**src/rtl/pipe_pkg.sv**
```systemverilog
// pipe_pkg: shared state encoding for the pipeline stage.
package pipe_pkg;
    localparam logic [1:0] OCC_EMPTY = 2'd0;
    localparam logic [1:0] OCC_ONE   = 2'd1;
    localparam logic [1:0] OCC_TWO   = 2'd2;
    typedef enum logic [1:0] {EMPTY = OCC_EMPTY, ONE = OCC_ONE, TWO = OCC_TWO} stage_state_t;
endpackage

```
**src/rtl/sat_counter.sv**
```systemverilog
// sat_counter: up-counter that sticks at all-ones, cleared synchronously.
module sat_counter #(
    parameter int WIDTH = 16
) (
    input  logic             clk,
    input  logic             clr,
    input  logic             inc,
    output logic [WIDTH-1:0] cnt
);
    always_ff @(posedge clk) begin
        cnt <= clr ? '0 : (inc && !(&cnt)) ? cnt + 1'b1 : cnt;
    end
endmodule

```
**src/rtl/pipe_stage.sv**
```systemverilog
// pipe_stage: valid/ready pipeline stage with optional skid entry, flush/hold
// and saturating stall/flush counters.
module pipe_stage import pipe_pkg::*; #(
    parameter int DATA_WIDTH = 32,
    parameter int SKID       = 1,
    parameter int CNT_WIDTH  = 16
) (
    input  logic                  clk,
    input  logic                  rst,
    input  logic                  in_valid_i,
    output logic                  in_ready_o,
    input  logic [DATA_WIDTH-1:0] in_data_i,
    output logic                  out_valid_o,
    input  logic                  out_ready_i,
    output logic [DATA_WIDTH-1:0] out_data_o,
    input  logic                  flush_i,
    input  logic                  hold_i,
    output logic [1:0]            occupancy_o,
    output logic [CNT_WIDTH-1:0]  stall_cnt_o,
    output logic [CNT_WIDTH-1:0]  flush_cnt_o
);
    stage_state_t          r_state, w_next;
    logic [DATA_WIDTH-1:0] r_main, w_main_next, w_skid;
    logic                  w_rdy, w_active, w_in, w_out;

    assign w_active = !rst && !flush_i && !hold_i;
    assign w_in     = in_valid_i && in_ready_o;
    assign w_out    = out_valid_o && out_ready_i;

    always_ff @(posedge clk) begin
        if (rst) begin
            r_state <= EMPTY;
            r_main  <= '0;
        end else begin
            r_state <= w_next;
            r_main  <= w_main_next;
        end
    end

    always_comb begin
        w_next = flush_i ? EMPTY
               : (r_state == EMPTY) ? (w_in ? ONE : EMPTY)
               : (r_state == ONE) ? ((w_in && !w_out && SKID != 0) ? TWO : (!w_in && w_out) ? EMPTY : ONE)
               : (w_out ? ONE : TWO);
        w_main_next = (flush_i || w_next == EMPTY) ? '0
                    : (r_state == TWO && w_out) ? w_skid
                    : (w_in && (r_state == EMPTY || w_out)) ? in_data_i
                    : r_main;
    end

    always_comb begin
        in_ready_o  = w_active && w_rdy;
        out_valid_o = w_active && (r_state != EMPTY);
        out_data_o  = (rst || r_state == EMPTY) ? '0 : r_main;
    end

    // Skid variant registers ready so upstream never sees out_ready_i combinationally.
    generate
        if (SKID != 0) begin : g_skid
            logic [DATA_WIDTH-1:0] r_skid;
            logic                  r_rdy;
            always_ff @(posedge clk) begin
                if (rst || flush_i) r_skid <= '0;
                else if (r_state == ONE && w_next == TWO) r_skid <= in_data_i;
                else if (r_state == TWO && w_out) r_skid <= '0;
                r_rdy <= rst || (w_next != TWO);
            end
            assign w_skid = r_skid;
            assign w_rdy  = r_rdy;
        end else begin : g_noskid
            assign w_skid = '0;
            assign w_rdy  = (r_state == EMPTY) || out_ready_i;
        end
    endgenerate

    assign occupancy_o = r_state;

    sat_counter #(.WIDTH(CNT_WIDTH)) u_stall_cnt (
        .clk (clk),
        .clr (rst),
        .inc (out_valid_o && !out_ready_i),
        .cnt (stall_cnt_o)
    );

    sat_counter #(.WIDTH(CNT_WIDTH)) u_flush_cnt (
        .clk (clk),
        .clr (rst),
        .inc (flush_i && r_state != EMPTY),
        .cnt (flush_cnt_o)
    );
endmodule

```
**config.mk**
```make
export PLATFORM = sky130hd
export DESIGN_NAME = pipe_stage
export DESIGN_NICKNAME = d
export VERILOG_FILES = /design/src/rtl/pipe_pkg.sv /design/src/rtl/sat_counter.sv /design/src/rtl/pipe_stage.sv
export SDC_FILE = /design/constraint.sdc
export NUM_CORES = 1
export LEC_CHECK = 0
export ABC_AREA = 1
export CAP_MARGIN = 40
export CORE_MARGIN = 10
export CORE_UTILIZATION = 40
export DETAILED_ROUTE_END_ITERATION = 10
export GPL_ROUTABILITY_DRIVEN = 1
export HOLD_SLACK_MARGIN = 0.05
export SETUP_SLACK_MARGIN = 0.15
export SLEW_MARGIN = 10
export SYNTH_ARGS = -nofsm -noshare
export SYNTH_HDL_FRONTEND = slang
export SYNTH_SLANG_ARGS = --single-unit
export TNS_END_PERCENT = 100
```
**constraint.sdc**
```tcl
create_clock -name clk -period 2.3 [get_ports clk]
set_clock_uncertainty 0.15 [all_clocks]
set_input_delay 0.23 -clock clk [delete_from_list [all_inputs] [get_ports clk]]
set_output_delay 0.23 -clock clk [all_outputs]
set_load 0.01 [all_outputs]
```
== After elaboration in Yosys (flattened, before gate mapping) ==
Cells that the tools add are included.

* Flip-flop bits (word level): 99
* Latch bits: 0
* RAM bits: 0
* Bits in read-only memories: 0
* Bits of input ports: 38
* Output and inout port bits: 68
* Word-level logic and storage cells: 60
* Memories kept: 0

* Add/subtract/negate cells: 2
* $mul: 0
* Divide/modulo/power cells: 0
* Magnitude comparators: 0
* Eq/ne operators: 4
* Shift-type cells: 0
* Mux-type cells: 12
* Bitwise logic cells: 0
* Reductions and logical operators: 36

{| class="wikitable"
|+ Operator list
! kind !! count
|-
| 32-bit two-way mux || 5
|-
| 16-bit by 1-bit adder with 16-bit output (second input constant) || 2
|-
| 16-bit AND reduction || 2
|-
| 1-bit logical AND || 15
|-
| 2-bit two-way mux || 5
|-
| 1-bit logical NOT || 8
|-
| 2-bit nonzero test || 3
|-
| 1-bit logical OR || 5
|-
| 2-bit == test (second input constant) || 2
|-
| 2-bit logical NOT || 2
|-
| 2-bit by 1-bit == test with 1-bit output (second input constant) || 1
|-
| 1-bit two-way mux || 2
|-
| 2-bit inequality test (second input constant) || 1
|-
| 2-bit OR reduction || 1
|}

== Logic depth before layout (Yosys ltp) ==
Gate-level depths: netlist of run 1.

* Word-level depth: 15
* Mapped depth: 10
* Gate-level depth less buffers: 9

== Hierarchy ==
A second synthesis of run 1 with hierarchy kept.

* Cell total of the unflattened synthesis: 815
* Area total of the unflattened synthesis: 5,321.4 µm²

{| class="wikitable"
|+ By module, submodules not included
! module !! instances !! cells each !! area an instance (µm²) !! sequential area each (µm²)
|-
| pipe_stage || 1 || 523 || 3,364.5 || 1,341.3
|-
| sat_counter || 2 || 146 || 978.4 || 320.3
|}

== Worst setup path before layout of run 1 ==
No wires, ideal clock.

* Kind: register to register
* From: register u_flush_cnt.cnt[0]
* To: register u_flush_cnt.cnt[0]
* Setup time: 116 ps
* Arrival: 1,564 ps
* Required time: 2,034 ps
* Path slack: 470 ps
* Cell stages (with the launch flop): 10
* Buffers on the path: 1
* Clock period less this slack: 1,830 ps
* Path through: dfxtp_1 -> ha_1 -> inv_1 -> nor2_2 -> nand2_2 -> o21ai_4 -> inv_2 -> buf_6 -> nor2_1 -> nor2_1

* Cells in the longest elaborated chain, start to end: 3
* Elaborated cells on any way between the ends: 4
* Those cells by class: add/sub: 1; reduce/logical: 3

{| class="wikitable"
|+ Ends and longest elaborated chain
! element !! line !! text
|-
| start: declaration || sat_counter.sv:8 || <nowiki>output logic [WIDTH-1:0] cnt</nowiki>
|-
| start signal: assignment || sat_counter.sv:11 || <nowiki>cnt <= clr ? '0 : (inc && !(&cnt)) ? cnt + 1'b1 : cnt;</nowiki>
|-
| parallel branches: the longest is 3 deep, another holds 16-bit by 1-bit adder with 16-bit output || -- ||
|}

Several ways; the timed one is not identified.
A chain may end at the register's enable or synchronous reset.

== Final worst setup path of run 1 ==
* From: register r_state[0] (netlist: occupancy_o[0])
* To: output port out_data_o[4]

* Cells in the longest elaborated chain, start to end: 3

{| class="wikitable"
|+ Ends and longest elaborated chain
! element !! line !! text
|-
| start: declaration || pipe_stage.sv:22 || <nowiki>stage_state_t r_state, w_next;</nowiki>
|-
| start signal: assignment || pipe_stage.sv:35 || <nowiki>r_state <= w_next;</nowiki>
|-
| 2-bit logical NOT || pipe_stage.sv:54 || <nowiki>out_data_o = (rst || r_state == EMPTY) ? '0 : r_main;</nowiki>
|-
| 1-bit logical OR || pipe_stage.sv:54 ||
|-
| 32-bit two-way mux || pipe_stage.sv:54 ||
|-
| end: declaration || pipe_stage.sv:15 || <nowiki>output logic [DATA_WIDTH-1:0] out_data_o,</nowiki>
|}

Every way passes these cells.

==> results.json, run 1 <==
{
  "status": "finished, final reports clean",
  "worst_slew_margin_rel": 0.736,
  "drc_errors": 0,
  "via_count": 5420,
  "numCtsBuffers": 9,
  "synth_compound_area_frac": 0.0756,
  "utilization_after_layout": 0.513,
  "via_count_of_the_first_global_routing_pass": 5243,
  "setup_viol_count_final": 0,
  "postCtsHoldBufs": 0,
  "dp_hpwl_microns": 10900,
  "via_per_inst": 5.04,
  "filler_cell_count": 1328,
  "timing.final.crit_share": 0.875,
  "maximum_number_of_pins_on_one_net_before_global_route_repair": 65,
  "endpoint_kind": "output port",
  "yosysUniqueCellTypes": 30,
  "yosysMostFrequentCell": "sky130_fd_sc_hd__nand2_1",
  "critical_path_required_ps": 1920,
  "postSynthNetCount": 837,
  "std_cell_rows": 42,
  "grt_pass1_wl_microns": 25800,
  "ys_seq_elements": 99,
  "portBuffers": 105,
  "worst-slew-pin-transition_ps": 395,
  "multi_input_comb_area_sq_mm": 0.00277,
  "mappedNetlistArea_sq_mm": 0.00535,
  "route.antenna.remaining_nets": 0,
  "setup_tns_ps": 0,
  "die_height_microns": 136,
  "synth_seq_area_share": 0.371,
  "startpoint_type": "flip-flop",
  "lkg_pwr_nw": 2.57,
  "syn_inst": 797,
  "num_io_pins": 106,
  "finalWeightedCongestion": 0.881,
  "cts.htree.levels": 3,
  "postSynthAreaPerCell_sq_um": 6.71,
  "cts_setup_buffers": 0,
  "post_synthesis_adder_cell_area_fraction": 0.00468,
  "groute.usage.overall": 0.170,
  "core_area_sq_mm": 0.0132,
  "maxClockFrequency_mhz": 497,
  "worst_hold_path_depth": 2,
  "antenna-diode-count": 0,
  "main_combinational_cell_family_by_area_after_synthesis": "simple AND/OR/NAND/NOR gates",
  "path_max_fanout": 9,
  "power_density_mw_per_mm2": 495,
  "vdd_ir_drop_max_uv": 274,
  "synth.largest_area_cell": "sky130_fd_sc_hd__dfxtp_1",
  "synth-warning-count": 0,
  "clock_latency_ps": 350,
  "detailedRoute.firstPassIterationCount": 5,
  "cts_max_path_buffers": 2,
  "synth_top_flop_cell": "sky130_fd_sc_hd__dfxtp_1",
  "critical_path_class": "reg -> out",
  "wl_per_cell_microns": 14.3,
  "initial_core_util": 0.405,
  "min_period_ps": 2010,
  "post_synth_mux_area_share": 0,
  "cts_tree": "built",
  "synth_top_cells_by_area": "sky130_fd_sc_hd__dfxtp_1 (37%), sky130_fd_sc_hd__nand2_1 (15%), sky130_fd_sc_hd__nand3_1 (13%)",
  "detailed_route_iter0_violations": 414,
  "wl_microns": 15400,
  "reg2regPathDepth": 8,
  "max_slew_violation_count": 0,
  "worst-endpoint-arrival_ps": 1630,
  "max-cap-violations": 0,
  "final_layout_size_suffix_gt1_frac": 0.0779,
  "root_buffer": "sky130_fd_sc_hd__clkbuf_16",
  "fin_nets": 934,
  "timing_hold_violations_final": 0,
  "worst_setup_hold_path_clk_slew_ps": 70,
  "grt_antenna_before_repair": 0,
  "die-area_sq_mm": 0.0184,
  "ff_latch_area_sq_mm": 0.00198,
  "synth_enable_flop_cells": 0,
  "synth_common_cells": "sky130_fd_sc_hd__nand2_1 (217), sky130_fd_sc_hd__nand3_1 (144), sky130_fd_sc_hd__nor2_1 (109)",
  "clock_sinks": 99,
  "min_path_type": "reg -> reg",
  "fp.dieW_microns": 136,
  "post_synth_and_or_nand_nor_area_fraction": 0.414,
  "grt.overflow.total": 0,
  "post_synth_xor_area_fraction": 0.0213,
  "flow.area_growth_from_synthesis_pct": 26.6,
  "synth_largest_type_area_fraction": 0.371,
  "async_flop_share": 0,
  "setup_repair_after_global_routing_missed_its_margin": "no"
}
==> final timing paths <==
path                                   start                         endpoint  slack, ps
min reg2reg    g_skid.r_skid[5]$_SDFFE_PP0P_    g_skid.r_skid[5]$_SDFFE_PP0P_        330
min            g_skid.r_skid[5]$_SDFFE_PP0P_    g_skid.r_skid[5]$_SDFFE_PP0P_        330
max                occupancy_o[0]$_SDFF_PP0_                    out_data_o[4]        290
max reg2reg  u_stall_cnt.cnt[1]$_SDFFE_PP0P_  u_stall_cnt.cnt[6]$_SDFFE_PP0P_        330
==> cell families after synthesis <==
family,Yosys count
AO/OA/AOI/OAI,71
adder cells (fa/ha/maj),2
buffers and inverters,113
flip-flops,99
AND/OR/NAND/NOR,499
XOR/XNOR,13
==> routing by layer <==
layer  wire length, microns  up-vias  GRT usage  part of all wire
met1                   6930     2491      0.217              0.45
met5                      0        -          0                 0
li1                       -     2744          -                 -
met4                    325        0     0.0813             0.021
met2                   7170      163      0.266              0.47
met3                    982       22     0.0389             0.064
==> where the power goes <==
part           internal [mW]  switching, mW  total [mW]
combinational         0.0896         0.0976       0.187
sequential              1.71        0.00116        1.72
clock                  0.746          0.703        1.45
total                   2.55          0.802        3.35
==> placed cells by master, fill, tap and decap left out, types with 4 or more instances in the layout <==
master and instances:
sky130_fd_sc_hd__xnor2_1 6, sky130_fd_sc_hd__nand3_1 144, sky130_fd_sc_hd__dfxtp_1 98, sky130_fd_sc_hd__xor2_1 7, sky130_fd_sc_hd__inv_1 63, sky130_fd_sc_hd__a21oi_1 60
sky130_fd_sc_hd__o21ai_0 5, sky130_fd_sc_hd__buf_12 4, sky130_fd_sc_hd__nand4_1 11, sky130_fd_sc_hd__o21ai_4 4, sky130_fd_sc_hd__clkbuf_16 9, sky130_fd_sc_hd__inv_2 6
sky130_fd_sc_hd__dlygate4sd2_1 32, sky130_fd_sc_hd__nand2_2 4, sky130_fd_sc_hd__clkdlybuf4s50_1 71, sky130_fd_sc_hd__nor2_1 108, sky130_fd_sc_hd__buf_4 20, sky130_fd_sc_hd__nand2_1 216
sky130_fd_sc_hd__nor2_4 5
==> sequential cells by signal (all words and copies together) (netlist names) <==
register         count
g_skid.r_skid       32
r_main              32
u_flush_cnt.cnt     16
u_stall_cnt.cnt     16
occupancy_o          2
g_skid.r_rdy         1
==> final cells by class <==
cell class / count / share of cell area
clock buffers: 10 / 0.0338
clock inverters: 6 / 0.00703
inverters: 70 / 0.0396
multi-input cells: 585 / 0.410
flip-flops and latches: 99 / 0.293
well taps: 176 / 0.0325
repair buffers: 129 / 0.184
==> worst max-delay path, stage by stage, from the launching register on <==
cell,delay [ps]
sky130_fd_sc_hd__dfxtp_2,380
sky130_fd_sc_hd__inv_1,80
sky130_fd_sc_hd__nand2_4,120
sky130_fd_sc_hd__nand2_2,100
sky130_fd_sc_hd__buf_4,180
sky130_fd_sc_hd__nor2_1,120
sky130_fd_sc_hd__dlygate4sd2_1,300
==> per-stage QoR <==
step | power (mW) | hold slack, ps | cell area [sq um] | worst slack [ps] | cells
floorplan | 1.84 | 245 | 5350 | 470 | 797
global placement | 1.94 | 318 | 6520 | 70.8 | 1059
detailed placement | 1.94 | 326 | 6520 | 30.3 | 1059
CTS | 3.38 | 325 | 6760 | 154 | 1075
global route | 3.45 | 360 | 6770 | 151 | 1075
finish | 3.35 | 333 | 6770 | 288 | 1075
==> repair_timing <==
action / CTS / global route
setup endpoints to repair: 33 / 2
pin swaps: 0 / 0
resized for setup: 35 / 2
Note: power is estimated with default switching activity, not from simulation.
==> inputs of run 2 (changes only) <==
--- a/config.mk
+++ b/config.mk
@@ -8,10 +8,11 @@
 export ABC_AREA = 1
 export CAP_MARGIN = 40
 export CORE_MARGIN = 10
-export CORE_UTILIZATION = 40
+export CORE_UTILIZATION = 52
 export DETAILED_ROUTE_END_ITERATION = 10
 export GPL_ROUTABILITY_DRIVEN = 1
 export HOLD_SLACK_MARGIN = 0.05
+export PLACE_DENSITY = 0.8
 export SETUP_SLACK_MARGIN = 0.15
 export SLEW_MARGIN = 10
 export SYNTH_ARGS = -nofsm -noshare
==> run 2 against run 1 <==
Against the previous run: sequential cell count stayed put; sequential power about the same; clock power shrank 5%; core utilization up 16 points; first-iteration DRC count decreased by 3.9%; fmax fell by 3.8%; register-to-register slack about the same; global-route usage is 3.0 points higher; power down 2.2%; worst hold slack got worse by 13 ps; combinational power barely moved.
==> results.json, run 2 (synthesis gave the netlist of run 1 again) <==
{
  "status": "finished, final reports clean",
  "vdd_ir_drop_max_uv": 318,
  "max-cap-violations": 0,
  "worst-slew-pin-transition_ps": 368,
  "std_cell_rows": 36,
  "core_area_sq_mm": 0.00991,
  "fin_nets": 932,
  "worst_slew_margin_rel": 0.754,
  "maximum_number_of_pins_on_one_net_before_global_route_repair": 65,
  "detailed_route_iter0_violations": 398,
  "pre_cts_ws_ps": 56.4,
  "grt.overflow.total": 0,
  "initial_core_util": 0.539,
  "max_slew_violation_count": 0,
  "num_io_pins": 106,
  "report.power.total_mw": 3.28,
  "die_height_microns": 121,
  "worst_path_most_repeated_cell": "sky130_fd_sc_hd__clkdlybuf4s50_1",
  "wl_microns": 14900,
  "clock_sinks": 99,
  "portBuffers": 105,
  "die-area_sq_mm": 0.0147,
  "final_layout_size_suffix_gt1_frac": 0.0758,
  "min_period_ps": 2090,
  "worst_setup_hold_path_clk_slew_ps": 110,
  "cts_tree": "built",
  "via_per_inst": 5.33,
  "fin_worst_hold_slack_ps": 320,
  "via_count": 5495,
  "final_worst_setup_slack_ps": 209,
  "critical_path_required_ps": 1920,
  "worst_path_largest_cell_delay_ps": 570,
  "drc_errors": 0,
  "worst_path_dominant_cell_family": "buffers and inverters",
  "via_count_of_the_first_global_routing_pass": 5285,
  "critical_path_class": "in -> out",
  "detailedRoute.firstPassIterationCount": 5,
  "reg_top3": "g_skid.r_skid (32), r_main (32)",
  "critical_path.n_buffers_inverters": 2,
  "timing.final.crit_share": 0.909,
  "power_density_mw_per_mm2": 492,
  "flow.area_growth_from_synthesis_pct": 24.7,
  "finalWeightedCongestion": 0.923,
  "setup_viol_count_final": 0,
  "worst-endpoint-arrival_ps": 1710,
  "groute.usage.overall": 0.200,
  "cts.htree.levels": 3,
  "root_buffer": "sky130_fd_sc_hd__clkbuf_8",
  "endpoint_kind": "output port",
  "antenna-diode-count": 0,
  "startpoint_type": "input pin",
  "layout.cells.most_common": "sky130_fd_sc_hd__nand2_1",
  "maxClockFrequency_mhz": 478,
  "mostFrequentLayoutCells": "sky130_fd_sc_hd__nand2_1 (217), sky130_fd_sc_hd__nand3_1 (144), sky130_fd_sc_hd__nor2_1 (108)",
  "route.antenna.remaining_nets": 0,
  "clock_latency_ps": 370,
  "setup_repair_after_global_routing_missed_its_margin": "no",
  "lkg_pwr_nw": 2.52,
  "fp.dieW_microns": 121,
  "grt_antenna_before_repair": 0,
  "grt_pass1_wl_microns": 24900,
  "min_path_type": "in -> reg",
  "cts_max_path_buffers": 2,
  "timing_hold_violations_final": 0,
  "numCtsBuffers": 9,
  "critPathSlowestCell": "sky130_fd_sc_hd__clkdlybuf4s50_1",
  "critical_path.cell_chain": "clkdlybuf4s50_1 > nor2_4 > nand2_2 > nor2_1 > clkdlybuf4s50_1",
  "setup_tns_ps": 0,
  "dp_hpwl_microns": 10500,
  "path_max_fanout": 3,
  "wl_per_cell_microns": 14.5
}
-- run 2: cell types whose count changed in the layout (fill, tap and decap cells not counted), sizes merged --
cell,change
clkinv,-1
inv,-2
dlygate4sd2,-1
clkdlybuf4s15,+1
buf,-2
dlymetal6s2s,-1
bufinv,+3
clkbuf,+1
clkdlybuf4s50,+1
clkinvlp,-1
-- run 2: layout make-up --
cell class | instances | area (sq um)
repair buffers | 127 | 1230
well taps | 133 | 166
clock inverters | 5 | 108
multi-input cells | 585 | 2770
inverters | 70 | 268
flip-flops and latches | 99 | 1980
clock buffers | 11 | 141
fillers | 886 | 3250
-- run 2: repair_timing --
item / CTS / global route
hold buffers: 0 / 0
endpoints found under the setup margin: 33 / 25
gates cloned: 0 / 0
gates resized for setup: 34 / 3
pin swaps: 0 / 2
setup buffers: 0 / 3
-- run 2: worst paths after layout --
kind	slack, ps	cells past startpoint	endpoint	from
worst max-delay path	210	5	in_ready_o	rst
worst min-delay path	320	3	g_skid.r_skid[29]$_SDFFE_PP0P_	in_data_i[29]
worst max register to register	330	8	u_flush_cnt.cnt[2]$_SDFFE_PP0P_	u_flush_cnt.cnt[1]$_SDFFE_PP0P_
worst min register to register	340	2	g_skid.r_skid[30]$_SDFFE_PP0P_	g_skid.r_skid[30]$_SDFFE_PP0P_
-- run 2: tightest hold or removal path: cells and delay by family --
kind,cells,cell delay (ps)
buf+inv,1,430
simple gates,1,90
compound gates,1,60
-- run 2: power breakdown --
group / leakage [nW] / switching (mW) / internal (mW) / total, mW
logic: 1.60 / 0.0966 / 0.0873 / 0.184
registers: 0.798 / 0.000771 / 1.71 / 1.71
clock network: 0.124 / 0.620 / 0.759 / 1.38
total: 2.52 / 0.718 / 2.56 / 3.28
-- run 2: metal layers --
layer / global-route usage / routed length [microns] / vias up
li1: - / - / 2740
met1: 0.246 / 6430 / 2526
met5: 0 / 0 / -
met2: 0.331 / 7130 / 205
met4: 0.0805 / 285 / 0
met3: 0.0461 / 1080 / 24
-- run 2: through the flow --
step,area (sq um),util,std cells
2_1_floorplan,5350,-,797
3_3_place_gp,6420,0.648,1011
3_5_place_dp,6420,0.648,1011
4_1_cts,6640,0.670,1027
5_1_grt,6660,0.672,1030
6_report,6660,0.672,1030
